==> src/rtl/fifo_drain_2mhz.sv <==
// Drains a byte FIFO on the 2 MHz read clock, summing BYTES_PER_PKT bytes per RAM write.
// Optional macro RAM_ADDR_SAT_EN: saturate the RAM address instead of wrapping.
module fifo_drain_2mhz #(
    parameter int BYTES_PER_PKT = 4,
    parameter int ADDR_W        = 11,
    localparam int SUM_W        = 8 + $clog2(BYTES_PER_PKT)
) (
    input  logic              clk_2,
    input  logic              reset,
    input  logic              empty,
    input  logic [7:0]        rd_data,
    output logic              rd,
    output logic              ram_wr,
    output logic [ADDR_W-1:0] ram_addr,
    output logic [SUM_W-1:0]  ram_data,
    output logic              busy,
    output logic              addr_full
);

    localparam int CNT_W = $clog2(BYTES_PER_PKT);

    localparam logic [1:0] IDLE    = 2'd0;
    localparam logic [1:0] FETCH   = 2'd1;
    localparam logic [1:0] CAPTURE = 2'd2;
    localparam logic [1:0] STORE   = 2'd3;

    logic [1:0]        state;
    logic              armed;
    logic [SUM_W-1:0]  sum;
    logic [CNT_W-1:0]  byte_cnt;
    logic [ADDR_W-1:0] addr;
`ifdef RAM_ADDR_SAT_EN
    logic              full;
`endif

    // armed holds off the first FETCH until the second edge after reset release
    always_ff @(posedge clk_2 or posedge reset) begin
        if (reset) begin
            state    <= IDLE;
            armed    <= 1'b0;
            sum      <= '0;
            byte_cnt <= '0;
            addr     <= '0;
`ifdef RAM_ADDR_SAT_EN
            full     <= 1'b0;
`endif
        end else begin
            armed <= 1'b1;
            case (state)
                IDLE: begin
                    if (armed && !empty)
                        state <= FETCH;
                end
                FETCH: begin
                    state <= CAPTURE;
                end
                CAPTURE: begin
                    sum      <= sum + SUM_W'(rd_data);
                    byte_cnt <= byte_cnt + CNT_W'(1);
                    if (byte_cnt == CNT_W'(BYTES_PER_PKT - 1))
                        state <= STORE;
                    else
                        state <= IDLE;
                end
                STORE: begin
                    sum      <= '0;
                    byte_cnt <= '0;
                    state    <= IDLE;
`ifdef RAM_ADDR_SAT_EN
                    if (!full) begin
                        if (addr == '1)
                            full <= 1'b1;
                        else
                            addr <= addr + ADDR_W'(1);
                    end
`else
                    addr <= addr + ADDR_W'(1);
`endif
                end
                default: begin
                    state <= IDLE;
                end
            endcase
        end
    end

    assign rd       = (state == FETCH);
    assign ram_addr = addr;
    assign ram_data = sum;
    assign busy     = (state != IDLE);

`ifdef RAM_ADDR_SAT_EN
    // once saturated, packets are still drained but their sums are dropped
    assign ram_wr    = (state == STORE) && !full;
    assign addr_full = full;
`else
    assign ram_wr    = (state == STORE);
    assign addr_full = 1'b0;
`endif

endmodule

==> config.mk <==
export PLATFORM = sky130hd
export DESIGN_NAME = fifo_drain_2mhz
export DESIGN_NICKNAME = d
export VERILOG_FILES = /design/src/rtl/fifo_drain_2mhz.sv
export SDC_FILE = /design/constraint.sdc
export NUM_CORES = 1
export LEC_CHECK = 0
export BUFFER_PORTS_ARGS = -buffer_cell sky130_fd_sc_hd__buf_2
export CAP_MARGIN = 0
export CORE_MARGIN = 3
export CORE_UTILIZATION = 50
export CTS_BUF_LIST = sky130_fd_sc_hd__clkbuf_8
export DETAILED_ROUTE_END_ITERATION = 8
export GPL_ROUTABILITY_DRIVEN = 0
export HOLD_SLACK_MARGIN = 0.05
export PLACE_DENSITY = 0.75
export SLEW_MARGIN = 0
export SYNTH_ARGS = -nofsm -noshare
export SYNTH_HDL_FRONTEND = slang
export SYNTH_SLANG_ARGS = --single-unit
==> constraint.sdc <==
create_clock -name clk_2 -period 2.7 [get_ports clk_2]
set_input_delay 0.27 -clock clk_2 [delete_from_list [all_inputs] [get_ports clk_2]]
set_output_delay 0.27 -clock clk_2 [all_outputs]
set_load 0.005 [all_outputs]
==> results of run 1 <==
-- sequential cells by signal, indices dropped and copies added, names as in the netlist --
| register | flops |
|---|---|
| ram_data | 10 |
| byte_cnt | 2 |
| ram_addr | 11 |
| state | 2 |
| armed | 1 |
-- final timing paths --
| path | start | end | slack [ps] | cells past startpoint |
|---|---|---|---|---|
| min in group clk_2 | empty | state[0] | 300 | 4 |
| worst min-delay path | reset | ram_addr[1] | 200 | 2 |
| worst max-delay path | ram_data[0] | ram_data[6] | 610 | 8 |
| worst min register to register | ram_addr[10] | ram_addr[10] | 470 | 1 |
| max in group asynchronous | reset | ram_data[2] | 1920 | 2 |
| worst max register to register | ram_data[0] | ram_data[6] | 610 | 8 |
-- cell families (layout without fill, tap and decap cells) --
kind of cell             Yosys count  after routing
AO/OA/AOI/OAI                     36             36
AND/OR/NAND/NOR                   33             33
flip-flops                        26             26
buffers and inverters             15             49
XOR/XNOR                          12             12
adder cells (fa/ha/maj)           11             11
other                              2              2
multiplexers                       2              2
-- cells in the final DEF (no fill, tap or decap), drive strengths merged, types with 2 or more instances in the layout --
cell type and count:
clkbuf 3, nand3 7, nand2 8, xor2 3
nor2 7, xnor2 9, nor2b 2, buf 34
nor4 2, o21a 4, o21ai 5, a21oi 3
a22o 3, a211oi 2, conb 2, ha 10
a21o 4, inv 11, dfrtp 26, o41ai 2
o211ai 2, o31a 2
-- critical path: stages, from the launching register on --
cell     delay (ps)
dfrtp_1         380
ha_1            190
inv_1            70
fa_1            390
nor2b_1         230
o31a_1          200
o21a_1          150
nor3_1           50
o41ai_1         320
-- power by group --
group | switching (mW) | internal [mW]
Combinational | 0.370 | 0.342
Clock | 0.130 | 0.199
Sequential | 0.114 | 0.500
Total | 0.614 | 1.04
-- stage by stage --
stage / setup slack, ps / hold WS (ps)
4_1_cts: 614.9 / 239.9
2_1_floorplan: 871.0 / 310.0
5_1_grt: 418.4 / 278.2
3_3_place_gp: 781.4 / 452.7
6_report: 612.5 / 198.0
3_5_place_dp: 675.2 / 469.1
-- metal layers --
layer  up-vias  track usage
met3        11      0.03704
li1        555            -
met1       549       0.2573
met2        43       0.3183
met5         -            0
met4         0      0.09709
-- layout make-up --
class                           instances  area, sq um  area share
Clock buffer                            3        41.29     0.02450
Multi-Input combinational cell         96        714.4      0.4239
Clock inverter                          1        30.03     0.01782
Timing Repair Buffer                   34        170.2      0.1010
Tap cell                               30        37.54     0.02227
Inverter                               11        41.29     0.02450
Sequential cell                        26        650.6      0.3860
==> impl_metrics.env, run 1 <==
export IMPL_drive_above_1_share=0.2398
export IMPL_synth_flop_cell="dfrtp_1"
export IMPL_hp_class="input port to async pin"
export IMPL_viasPerCell=5.761
export IMPL_drv_slew=0
export IMPL_wl_per_cell_um=15.73
export IMPL_initial_core_util=0.5522
export IMPL_power_density_nw_per_um2=982.1
export IMPL_synth_top_family_by_area="compound AO/OA/AOI/OAI gates"
export IMPL_rows=18
export IMPL_syn_area_sq_um=1430
export IMPL_nets=194
export IMPL_final_area_sq_um=1685
export IMPL_cts_tree="built"
export IMPL_n_antenna_cell=0
export IMPL_fin_crit_sh=0.7731
export IMPL_numCtsBuffers=3
export IMPL_synth_warnings=0
export IMPL_syn_num_nets=159
export IMPL_cp_start_kind="flop"
export IMPL_yosysSeqAreaShare=0.4549
export IMPL_cp_max_fo=3
export IMPL_dp_hpwl_um=2308
export IMPL_syn_inst=137
export IMPL_synth_edf_count=0
export IMPL_clock_skew_ps=4.636
export IMPL_dieHeight_um=59.48
export IMPL_required_ps=2870
export IMPL_ys_types=44
export IMPL_cts_sinks=26
export IMPL_irDropWorstVdd_v=0.0007304
export IMPL_async_reset_ff_frac=1.000
export IMPL_first_iter_violations=90
export IMPL_synthMuxAreaShare=0.01487
export IMPL_area_growth_pct=17.85
export IMPL_antenna_left=0
export IMPL_grt_pass1_vias=1154
export IMPL_place_inst=197
export IMPL_outcome="finished clean"
export IMPL_clock_latency_ps=280
export IMPL_synth_common_cells="26 x dfrtp_1, 11 x inv_1, 10 x ha_1"
export IMPL_synth_simple_area_share=0.1129
export IMPL_post_route_util=0.6507
export IMPL_max_slew_margin_rel=0.3562
export IMPL_grt_usage=0.1991
export IMPL_core_area_sq_um=2590
export IMPL_drc=0
export IMPL_grt_pass1_wl_um=5264
export IMPL_drv_cap=0
export IMPL_ys_ff_latch=26
export IMPL_clock_path_buffers=2
export IMPL_fillers=222
export IMPL_hold_violations=0
export IMPL_synth_largest_area_cell="dfrtp_1"
export IMPL_synth_adder_area_share=0.1015
export IMPL_fin_cells=201
export IMPL_clkTransAtPathRegs_ps=90
export IMPL_ios=36
export IMPL_dieArea_sq_um=3538
export IMPL_cts_setup_buffers=0
export IMPL_cts_hold_buf=0
export IMPL_dpl_cell_area_sq_um=1614
export IMPL_path_class="flop to flop"
export IMPL_setup_viol_count_final=0
export IMPL_synth_top_area_share=0.4549
export IMPL_power_leakage_nw=0.8695
export IMPL_cts_max_level=1
export IMPL_grt_max_degree=27
export IMPL_final_setup_tns_ps=0
export IMPL_rsz0062_at_grt="false"
export IMPL_routed_top_layer="met4"
export IMPL_yosysMostFrequentCell="dfrtp_1"
export IMPL_route_met3_wl_um=189
export IMPL_routed_wl_um=3162
export IMPL_drt_first_pass_iters=4
export IMPL_dieWidth_um=59.48
export IMPL_routedLengthMet1_um=1438
export IMPL_synth_xor_area_frac=0.07349
export IMPL_tightest_slew_ps=964.7
export IMPL_antenna_found_initial=0
export IMPL_synth_compound_area_frac=0.1916
export IMPL_cts_resized=0
export IMPL_numPortBuffers=34
export IMPL_wl_met2_um=1446
export IMPL_avgSynthCellArea_sq_um=10.44
export IMPL_vias=1158
export IMPL_fin_crit_ps=2087
export IMPL_clock_root_buffer="clkbuf_8"
export IMPL_synth_top_cells_by_area="dfrtp_1 45%, ha_1 8.7%, xnor2_1 5.5%"
export IMPL_max_freq_ghz=0.4790
export IMPL_worstPathArrival_ps=2250
export IMPL_endpoint_kind="flop"
export IMPL_grt_overflow=0
export IMPL_fin_total_pwr_mw=1.655
Power figures use the tool's default switching activity.
==> run 2: changes to the inputs <==
==> constraint.sdc (replaced) <==
create_clock -name clk_2 -period 2 [get_ports clk_2]
set_input_delay 0.2 -clock clk_2 [delete_from_list [all_inputs] [get_ports clk_2]]
set_output_delay 0.2 -clock clk_2 [all_outputs]
set_load 0.005 [all_outputs]
==> run 2 against run 1 <==
Sequential share of layout area fell by 0.98 points. Largest power group unchanged. Register-to-register slack worse by 540 ps. Critical path type unchanged. Critical path depth is the same. First-iteration DRC count decreased by 59%. Fmax is 8.4% higher.
==> impl_metrics.env, run 2 (synthesized netlist as in run 1, its figures left out) <==
export IMPL_internal_power_mw=1.432
export IMPL_first_iter_violations=37
export IMPL_dieHeight_um=59.48
export IMPL_drc=0
export IMPL_initial_core_util=0.5522
export IMPL_clock_skew_ps=3.319
export IMPL_post_route_util=0.6676
export IMPL_grt_usage=0.1842
export IMPL_mostFrequentLayoutCells="34 x buf_2, 26 x dfrtp_1, 11 x inv_1, 9 x xnor2_1, 9 x ha_1"
export IMPL_rsz0062_at_grt="true"
export IMPL_drv_slew=0
export IMPL_cts_tree="built"
export IMPL_holdPathEnd="state[0]"
export IMPL_grt_max_degree=27
export IMPL_path_class="flop to flop"
export IMPL_wl_met2_um=1353
export IMPL_wl_per_cell_um=14.56
export IMPL_reg2regPathDepth=8
export IMPL_cts_sinks=26
export IMPL_cp_max_fo=3
export IMPL_numCtsBuffers=3
export IMPL_cp_start_kind="flop"
export IMPL_drv_cap=0
export IMPL_swShare=0.3656
export IMPL_antenna_left=0
export IMPL_irDropWorstVdd_v=0.0009895
export IMPL_r2r_slack_ps=70
export IMPL_routed_wl_um=2970
export IMPL_hold_violations=0
export IMPL_grt_overflow=0
export IMPL_hp_class="input port to flop"
export IMPL_dpl_cell_area_sq_um=1622
export IMPL_combPwrFrac=0.443
export IMPL_dieArea_sq_um=3538
export IMPL_p_sw_mw=0.8252
export IMPL_grt_pass1_vias=1094
export IMPL_power_leakage_nw=0.8876
export IMPL_dp_hpwl_um=2213
export IMPL_core_area_sq_um=2590
export IMPL_routed_top_layer="met4"
export IMPL_max_freq_ghz=0.5191
export IMPL_vias=1104
export IMPL_drive_above_1_share=0.2759
export IMPL_route_met3_wl_um=148
export IMPL_antenna_found_initial=0
export IMPL_clkTransAtPathRegs_ps=90
export IMPL_clock_path_buffers=2
export IMPL_worstReg2RegEnd="ram_data[6]"
export IMPL_viasPerCell=5.412
export IMPL_area_growth_pct=20.91
export IMPL_numPortBuffers=34
export IMPL_outcome="finished clean"
export IMPL_final_area_sq_um=1729
export IMPL_ios=36
export IMPL_seqPwrFrac=0.365
export IMPL_fin_crit_ps=1926
export IMPL_worstPathArrival_ps=2100
export IMPL_required_ps=2170
export IMPL_hold_depth=4
export IMPL_r2r_start="ram_data[0]"
export IMPL_clock_root_buffer="clkbuf_8"
export IMPL_power_density_nw_per_um2=1305
export IMPL_grt_pass1_wl_um=4954
export IMPL_fin_crit_sh=0.9632
export IMPL_dieWidth_um=59.48
export IMPL_setup_viol_count_final=0
export IMPL_largest_register_ffs=11
export IMPL_rows=18
export IMPL_hold_path_startpoint="empty"
export IMPL_mostFrequentLayoutCell="buf_2"
export IMPL_clock_latency_ps=270
export IMPL_cts_max_level=1
export IMPL_fillers=213
export IMPL_clkPwrFrac=0.192
export IMPL_nets=197
export IMPL_endpoint_kind="flop"
export IMPL_drt_first_pass_iters=4
export IMPL_n_antenna_cell=0
export IMPL_routedLengthMet1_um=1436
run 2: repair_timing:
item | in CTS | in global routing
setup buffers | 1 | 0
pin swaps | 0 | 1
hold buffers | 1 | 0
resized for setup | 1 | 4
endpoints found under the hold margin | 26 | 0
setup endpoints to repair | 1 | 4
run 2: how the worst max path moves through the flow:
stage                           start          end  slack [ps]  depth (start not counted)
after CTS                 ram_data[0]  ram_data[6]          10                          8
after detailed placement  ram_data[0]  ram_data[6]          20                          8
after global routing      ram_data[0]  ram_data[6]          -3                          8
final                     ram_data[0]  ram_data[6]          70                          8
after global placement    ram_data[0]  ram_data[6]          90                          8
after floorplan           ram_data[0]  ram_data[6]         170                          8
run 2: cell type report:
type	count	area [sq um]	share of cell area
multi-input combinational	96	733.2	0.4240
inverter	11	41.29	0.02388
clock buffer	3	41.29	0.02388
clock inverter	1	30.03	0.01737
timing repair buffer	37	195.2	0.1129
sequential	26	650.6	0.3763
tap	30	37.54	0.02171
run 2: metrics by stage:
step	setup WS (ps)	setup TNS, ps	cells	power (mW)	hold slack (ps)
6_report	73.65	0	204	2.257	228.7
5_1_grt	-2.583	-2.583	204	2.440	279.1
4_1_cts	11.97	0	204	2.252	217.9
3_5_place_dp	16.97	0	198	1.779	272.0
3_3_place_gp	90.66	0	198	1.736	271.5
2_1_floorplan	171.0	0	137	1.487	240.0
run 2: power groups by stage:
stage	Combinational (mW)	Sequential (mW)	Clock [mW]
4_1_cts	0.978	0.825	0.450
5_1_grt	1.12	0.852	0.472
2_1_floorplan	0.682	0.805	0
3_5_place_dp	0.946	0.832	0
6_report	1.00	0.823	0.433
3_3_place_gp	0.915	0.820	0
run 2: layer usage:
metal	vias to the layer above	track usage
met3	4	0.03704
met4	0	0.05502
li1	564	-
met5	-	0
met2	34	0.2824
met1	502	0.2621
run 2: worst max-delay path, cell delays in order, from the launching register on:
cell and delay [ps]:
dfrtp_1 400, ha_2 190, inv_1 70, fa_2 210
nor2b_2 60, o31a_1 270, o21a_1 190, o21a_1 180
o41ai_2 260
